===== src/rtl/alu_scheduler.sv =====
// alu_scheduler: arbitrates two command requesters onto one shared combinational ALU.
// One command is in flight at a time. Round-robin arbitration picks between requesters.
// A MUL command runs a 16-cycle shift-add loop through the same ALU.
//
// Ports:
//   clock, reset                 single clock; async active-high reset
//   req{0,1}_valid/op/x/y        command from requester 0/1
//   req{0,1}_ready               command accepted when valid & ready
//   alu_x, alu_y, alu_zx..alu_no operands and control bits to the shared ALU
//   alu_out, alu_zr, alu_ng      combinational ALU results, returned in the same cycle
//   resp_valid/id/data/zr/ng     response to the consumer, held until resp_ready
//   resp_ready                   consumer accepts the response
module alu_scheduler (
   input  logic        clock,
   input  logic        reset,
   input  logic        req0_valid,
   input  logic [2:0]  req0_op,
   input  logic [15:0] req0_x,
   input  logic [15:0] req0_y,
   input  logic        req1_valid,
   input  logic [2:0]  req1_op,
   input  logic [15:0] req1_x,
   input  logic [15:0] req1_y,
   output logic        req0_ready,
   output logic        req1_ready,
   output logic [15:0] alu_x,
   output logic [15:0] alu_y,
   output logic        alu_zx,
   output logic        alu_nx,
   output logic        alu_zy,
   output logic        alu_ny,
   output logic        alu_f,
   output logic        alu_no,
   input  logic [15:0] alu_out,
   input  logic        alu_zr,
   input  logic        alu_ng,
   output logic        resp_valid,
   output logic        resp_id,
   output logic [15:0] resp_data,
   output logic        resp_zr,
   output logic        resp_ng,
   input  logic        resp_ready
);

   typedef enum logic [1:0] {StIdle, StExec, StMul, StResp} state_e;

   localparam logic [2:0] OpMul   = 3'd5;
   localparam logic [5:0] CtrlAdd = 6'b000010;

   state_e      state_q, state_d;
   logic [2:0]  op_q, op_d;
   // During MUL, x_q/y_q double as the shifting multiplicand/multiplier.
   logic [15:0] x_q, x_d, y_q, y_d;
   logic [15:0] acc_q, acc_d;
   logic [3:0]  cnt_q, cnt_d;
   logic        id_q, id_d;
   logic        last_q, last_d;
   logic [15:0] rdata_q, rdata_d;
   logic        rzr_q, rzr_d, rng_q, rng_d;

   logic        grant_id;
   logic [2:0]  sel_op;
   logic [5:0]  op_ctrl, ctrl;
   logic [15:0] mul_sum;

   // Contention goes to the requester not granted last.
   assign grant_id = (req0_valid & req1_valid) ? ~last_q : req1_valid;
   assign sel_op   = grant_id ? req1_op : req0_op;

   always_comb begin
      op_ctrl = 6'b000000;
      unique case (op_q)
         3'd0:    op_ctrl = 6'b000010;
         3'd1:    op_ctrl = 6'b010011;
         3'd2:    op_ctrl = 6'b000000;
         3'd3:    op_ctrl = 6'b010101;
         3'd4:    op_ctrl = 6'b001111;
         default: op_ctrl = 6'b000000;
      endcase
   end

   always_comb begin
      state_d    = state_q;
      op_d       = op_q;
      x_d        = x_q;
      y_d        = y_q;
      acc_d      = acc_q;
      cnt_d      = cnt_q;
      id_d       = id_q;
      last_d     = last_q;
      rdata_d    = rdata_q;
      rzr_d      = rzr_q;
      rng_d      = rng_q;
      req0_ready = 1'b0;
      req1_ready = 1'b0;
      alu_x      = 16'h0000;
      alu_y      = 16'h0000;
      ctrl       = 6'b000000;
      mul_sum    = 16'h0000;
      unique case (state_q)
         StIdle: begin
            req0_ready = ~reset & req0_valid & ~grant_id;
            req1_ready = ~reset & req1_valid & grant_id;
            if (req0_valid | req1_valid) begin
               op_d    = sel_op;
               x_d     = grant_id ? req1_x : req0_x;
               y_d     = grant_id ? req1_y : req0_y;
               id_d    = grant_id;
               last_d  = grant_id;
               acc_d   = 16'h0000;
               cnt_d   = 4'd0;
               state_d = (sel_op == OpMul) ? StMul : StExec;
            end
         end
         StExec: begin
            if (op_q[2] & op_q[1]) begin
               // Reserved ops bypass the ALU with a fixed zero result.
               rdata_d = 16'h0000;
               rzr_d   = 1'b1;
               rng_d   = 1'b0;
            end else begin
               alu_x   = x_q;
               alu_y   = y_q;
               ctrl    = op_ctrl;
               rdata_d = alu_out;
               rzr_d   = alu_zr;
               rng_d   = alu_ng;
            end
            state_d = StResp;
         end
         StMul: begin
            alu_x   = acc_q;
            alu_y   = x_q;
            ctrl    = CtrlAdd;
            mul_sum = y_q[0] ? alu_out : acc_q;
            acc_d   = mul_sum;
            x_d     = x_q << 1;
            y_d     = y_q >> 1;
            cnt_d   = cnt_q + 4'd1;
            if (cnt_q == 4'd15) begin
               rdata_d = mul_sum;
               rzr_d   = (mul_sum == 16'h0000);
               rng_d   = mul_sum[15];
               state_d = StResp;
            end
         end
         StResp: begin
            if (resp_ready) state_d = StIdle;
         end
         default: state_d = StIdle;
      endcase
   end

   assign {alu_zx, alu_nx, alu_zy, alu_ny, alu_f, alu_no} = ctrl;
   assign resp_valid = (state_q == StResp);
   assign resp_id    = id_q;
   assign resp_data  = rdata_q;
   assign resp_zr    = rzr_q;
   assign resp_ng    = rng_q;

   always_ff @(posedge clock or posedge reset) begin
      if (reset) begin
         state_q <= StIdle;
         op_q    <= 3'd0;
         x_q     <= 16'h0000;
         y_q     <= 16'h0000;
         acc_q   <= 16'h0000;
         cnt_q   <= 4'd0;
         id_q    <= 1'b0;
         last_q  <= 1'b1;
         rdata_q <= 16'h0000;
         rzr_q   <= 1'b0;
         rng_q   <= 1'b0;
      end else begin
         state_q <= state_d;
         op_q    <= op_d;
         x_q     <= x_d;
         y_q     <= y_d;
         acc_q   <= acc_d;
         cnt_q   <= cnt_d;
         id_q    <= id_d;
         last_q  <= last_d;
         rdata_q <= rdata_d;
         rzr_q   <= rzr_d;
         rng_q   <= rng_d;
      end
   end

endmodule


===== config.mk =====
export PLATFORM = sky130hd
export DESIGN_NAME = alu_scheduler
export DESIGN_NICKNAME = d
export VERILOG_FILES = /design/src/rtl/alu_scheduler.sv
export SDC_FILE = /design/constraint.sdc
export NUM_CORES = 1
export LEC_CHECK = 0
export CAP_MARGIN = 40
export CORE_ASPECT_RATIO = 1.25
export CORE_MARGIN = 2
export CORE_UTILIZATION = 30
export DETAILED_ROUTE_END_ITERATION = 7
export PLACE_DENSITY_LB_ADDON = 0.05
export REMOVE_ABC_BUFFERS = 1
export SYNTH_ARGS = -nofsm -noshare
export SYNTH_HDL_FRONTEND = slang
export SYNTH_SLANG_ARGS = --single-unit

===== constraint.sdc =====
create_clock -name clock -period 7.75 [get_ports clock]
set_input_delay 1.9375 -clock clock [delete_from_list [all_inputs] [get_ports clock]]
set_output_delay 1.9375 -clock clock [all_outputs]
set_load 0.01 [all_outputs]

==> qor.csv <==
stage,metric,value,unit
synthesis,cell count after synthesis,511,
die,die area,16310,sq um
synthesis,"count leader, synth",dfrtp_1,
placed_design,HPWL Detailed,10.22,mm
placed_design,number of port buffers,151,
timing,total negative slack,0,ps
placed_design,placed cell count,811,
global_routing,largest net degree at the start of global routing,55,
timing,Tcrit/Tclk final,0.7298,
cts,TritonCTS buffer count,9,
setup_path,CP Class,in -> out,
power_and_ir_drop,Power Density,385.4,nW/um^2
routing,initial drt markers,179,
setup_path,worst-path fanout max,26,
timing,max-slew violation count,0,
die,I/O pin count,153,
power_and_ir_drop,Static Leak,0.002582,uW
global_routing,vias in the first global route,4313,
cts,H-tree levels,3,
synthesis,Netlist cell types,46,
cts,Clock Path Buffers,2,
timing,worst-case clock skew,4.808,ps
global_routing,GRT overflow,0,
setup_path,"Critical Path, Cell by Cell",clkdlybuf4s50_1 > clkinv_2 > and4b_1 > clkdlybuf4s50_1,
setup_path,Crit path required time,5810,ps
setup_path,CP startpoint kind,input pin,
synthesis,Main synth FF type,dfrtp_1,
cells_and_area,total of fill cells in the finished design,1537,
timing,RSZ-0062 raised after global routing,no,
setup_path,"slowest stage delay, CP",480,ps
power_and_ir_drop,VDD IR-drop max,153.0,uV
die,Die Span X,114.6,um
timing,final setup fails,0,
timing,Fin. Hold Viols,0,
die,Cell Rows,50,
cts,clk_lat worst skew,330,ps
routing,Post-route DRC,0,
min_path,Hold/Removal Path Class,reg -> reg,
timing,Worst Tran Pin Value,755.2,ps
routing,vias per cell,5.123,
cells_and_area,area delta synth->final,42.05,%
synthesis,Yosys reg bits,77,
routing,routed wire length,14.19,mm
cts,CTS tree,done,
setup_path,CP Capture Type,primary output,
setup_path,most frequent CP cell,clkdlybuf4s50_1,
cells_and_area,final layout net count,739,
synthesis,Ys Warns,0,
die,initial core utilization,0.3070,
cells_and_area,n_diodes,0,
timing,post-route minimum period,5656,ps
global_routing,initial antenna violation count,0,
job,MaxCap Viol Count,0,
cells_and_area,Non-Filler Instances,826,
setup_path,CP top delay family,buffers and inverters,
synthesis,syn avg cell area,8.984,sq um
synthesis,Synth top area share,0.4143,
cts,CTS root buffer,clkbuf_16,
setup_path,WP buf/inv,3,
cts,Post-CTS Setup Inserts,0,
die,die height,142.3,um
global_routing,first-pass GRT wire length,22.88,mm
synthesis,cell taking the most area after synthesis,dfrtp_1,
outcome,status,"finished, final reports clean",
cts,CTS resizes,0,
cells_and_area,layout cell share with drive strength beyond 1,0.05435,
synthesis,post-synthesis sequential area ratio,0.4200,
setup_path,Crit path arrival time,3720,ps
placed_design,GPL Wtd Cong,0.7413,
routing,Wirelength per Cell,17.18,um
synthesis,"top cells by area, synth","dfrtp_1 41%, o21ai_0 8.2%, nor2b_1 7.4%, a22oi_1 7.2%, mux2i_1 6.5%",
cts,Clock Pin Slew Worst Setup and Hold Paths,60,ps
synthesis,"Cell Area, Synth",4591,sq um
global_routing,overall routing resource usage,0.1790,
synthesis,Commonest cells post-synth,"76 x dfrtp_1, 75 x o21ai_0, 54 x nor2b_1, 50 x nand2_1, 44 x a22oi_1",
timing,Max transition margin,0.4958,
cts,hold-fix buffer count after cts,0,
routing,Vias,4232,
die,core area,14950,sq um
synthesis,asr flop ratio synth,1.000,
routing,Pre-Repair DR Iteration Count,4,
routing,Final ANT Viol Nets,0,
synthesis,Post-synth EDFFs,0,
setup_path,Crit-path slowest cell,clkdlybuf4s50_1,
cts,CTS Sinks,77,
timing,Peak Freq,176.8,MHz
==> sequential cells by signal, summed over array words and instances (netlist names) <==
name and flops:
y_q 16, resp_id 1, resp_data 16, resp_ng 1, op_q 3, cnt_q 4, resp_zr 1, acc_q 16
state_q 2, last_q 1, x_q 16
==> placed cells by master, fill, tap and decap left out, types with 3 or more instances in the layout <==
cell and count:
inv_1 4, nor2_1 22, mux2i_1 30, nor3_1 3, clkdlybuf4s50_1 151, a22oi_1 44
clkbuf_16 9, a31oi_1 3, clkbuf_8 3, a211oi_1 21, dfrtp_1 76, o21ai_0 75
a21oi_1 20, nor4_1 7, nand2_1 50, ha_1 5, nor2b_1 54, a22o_1 17
buf_4 10
==> routing by layer <==
layer	up-vias	part of all wire	track usage
met1	1989	0.45	0.2362
met5	-	0	0
met3	8	0.059	0.04003
li1	2114	-	-
met2	121	0.48	0.2955
met4	0	0.0087	0.04750
==> report_power, final <==
| group | internal, uW | leakage (uW) | total, uW | switching (uW) |
|---|---|---|---|---|
| Sequential | 574 | 0.000983 | 728 | 154 |
| Clock | 241 | 0.000139 | 399 | 158 |
| Combinational | 644 | 0.00146 | 1390 | 742 |
| Total | 1460 | 0.00258 | 2510 | 1050 |
==> logic make-up after synthesis <==
kind of cell	share of synthesized area
buf+inv	0.05042
mux	0.07032
fa+ha+maj	0.01635
compound gates	0.2622
simple gates	0.1780
xor+xnor	0.001908
other cells	0.0008169
flops	0.4200
==> worst register-to-register path, delay by kind of cell (launching register included) <==
kind / cells / cell delay [ps]
flip-flops: 1 / 400
AO/OA/AOI/OAI: 1 / 240
buffers and inverters: 3 / 990
AND/OR/NAND/NOR: 2 / 1200
adder cells (fa/ha/maj): 1 / 580
==> final timing paths <==
check,from,end,slack (ps),depth (start not counted)
worst max-delay path,reset,req0_ready,2090,4
worst min register to register,resp_data[7],resp_data[7],470,2
max in group asynchronous,reset,cnt_q[3],4710,3
worst min-delay path,resp_data[7],resp_data[7],470,2
worst max register to register,state_q[0],acc_q[5],4280,7
min in group asynchronous,reset,resp_data[4],1950,2
==> area by class of cell <==
cell class | instances | area [sq um] | share of cell area
multi-input combinational | 384 | 2449 | 0.3755
clock buffer | 14 | 274.0 | 0.04202
tap | 182 | 227.7 | 0.03492
inverter | 6 | 23.77 | 0.003645
clock inverter | 1 | 5.005 | 0.0007675
sequential | 77 | 1928 | 0.2957
timing repair buffer | 162 | 1614 | 0.2475
==> metrics by stage <==
| stage | utilization | total power (uW) | worst slack, ps | hold WS [ps] | instance area [sq um] |
|---|---|---|---|---|---|
| 2_1_floorplan | - | 1488 | 1833 | 466.8 | 4382 |
| 3_3_place_gp | 0.4156 | 2089 | 2049 | 460.2 | 6215 |
| 3_5_place_dp | 0.4175 | 2138 | 2035 | 469.8 | 6242 |
| 4_1_cts | 0.4362 | 2545 | 2028 | 482.3 | 6521 |
| 5_1_grt | 0.4362 | 2726 | 1949 | 505.1 | 6521 |
| 6_report | 0.4362 | 2513 | 2094 | 473.9 | 6521 |
Power figures use the tool's default switching activity.
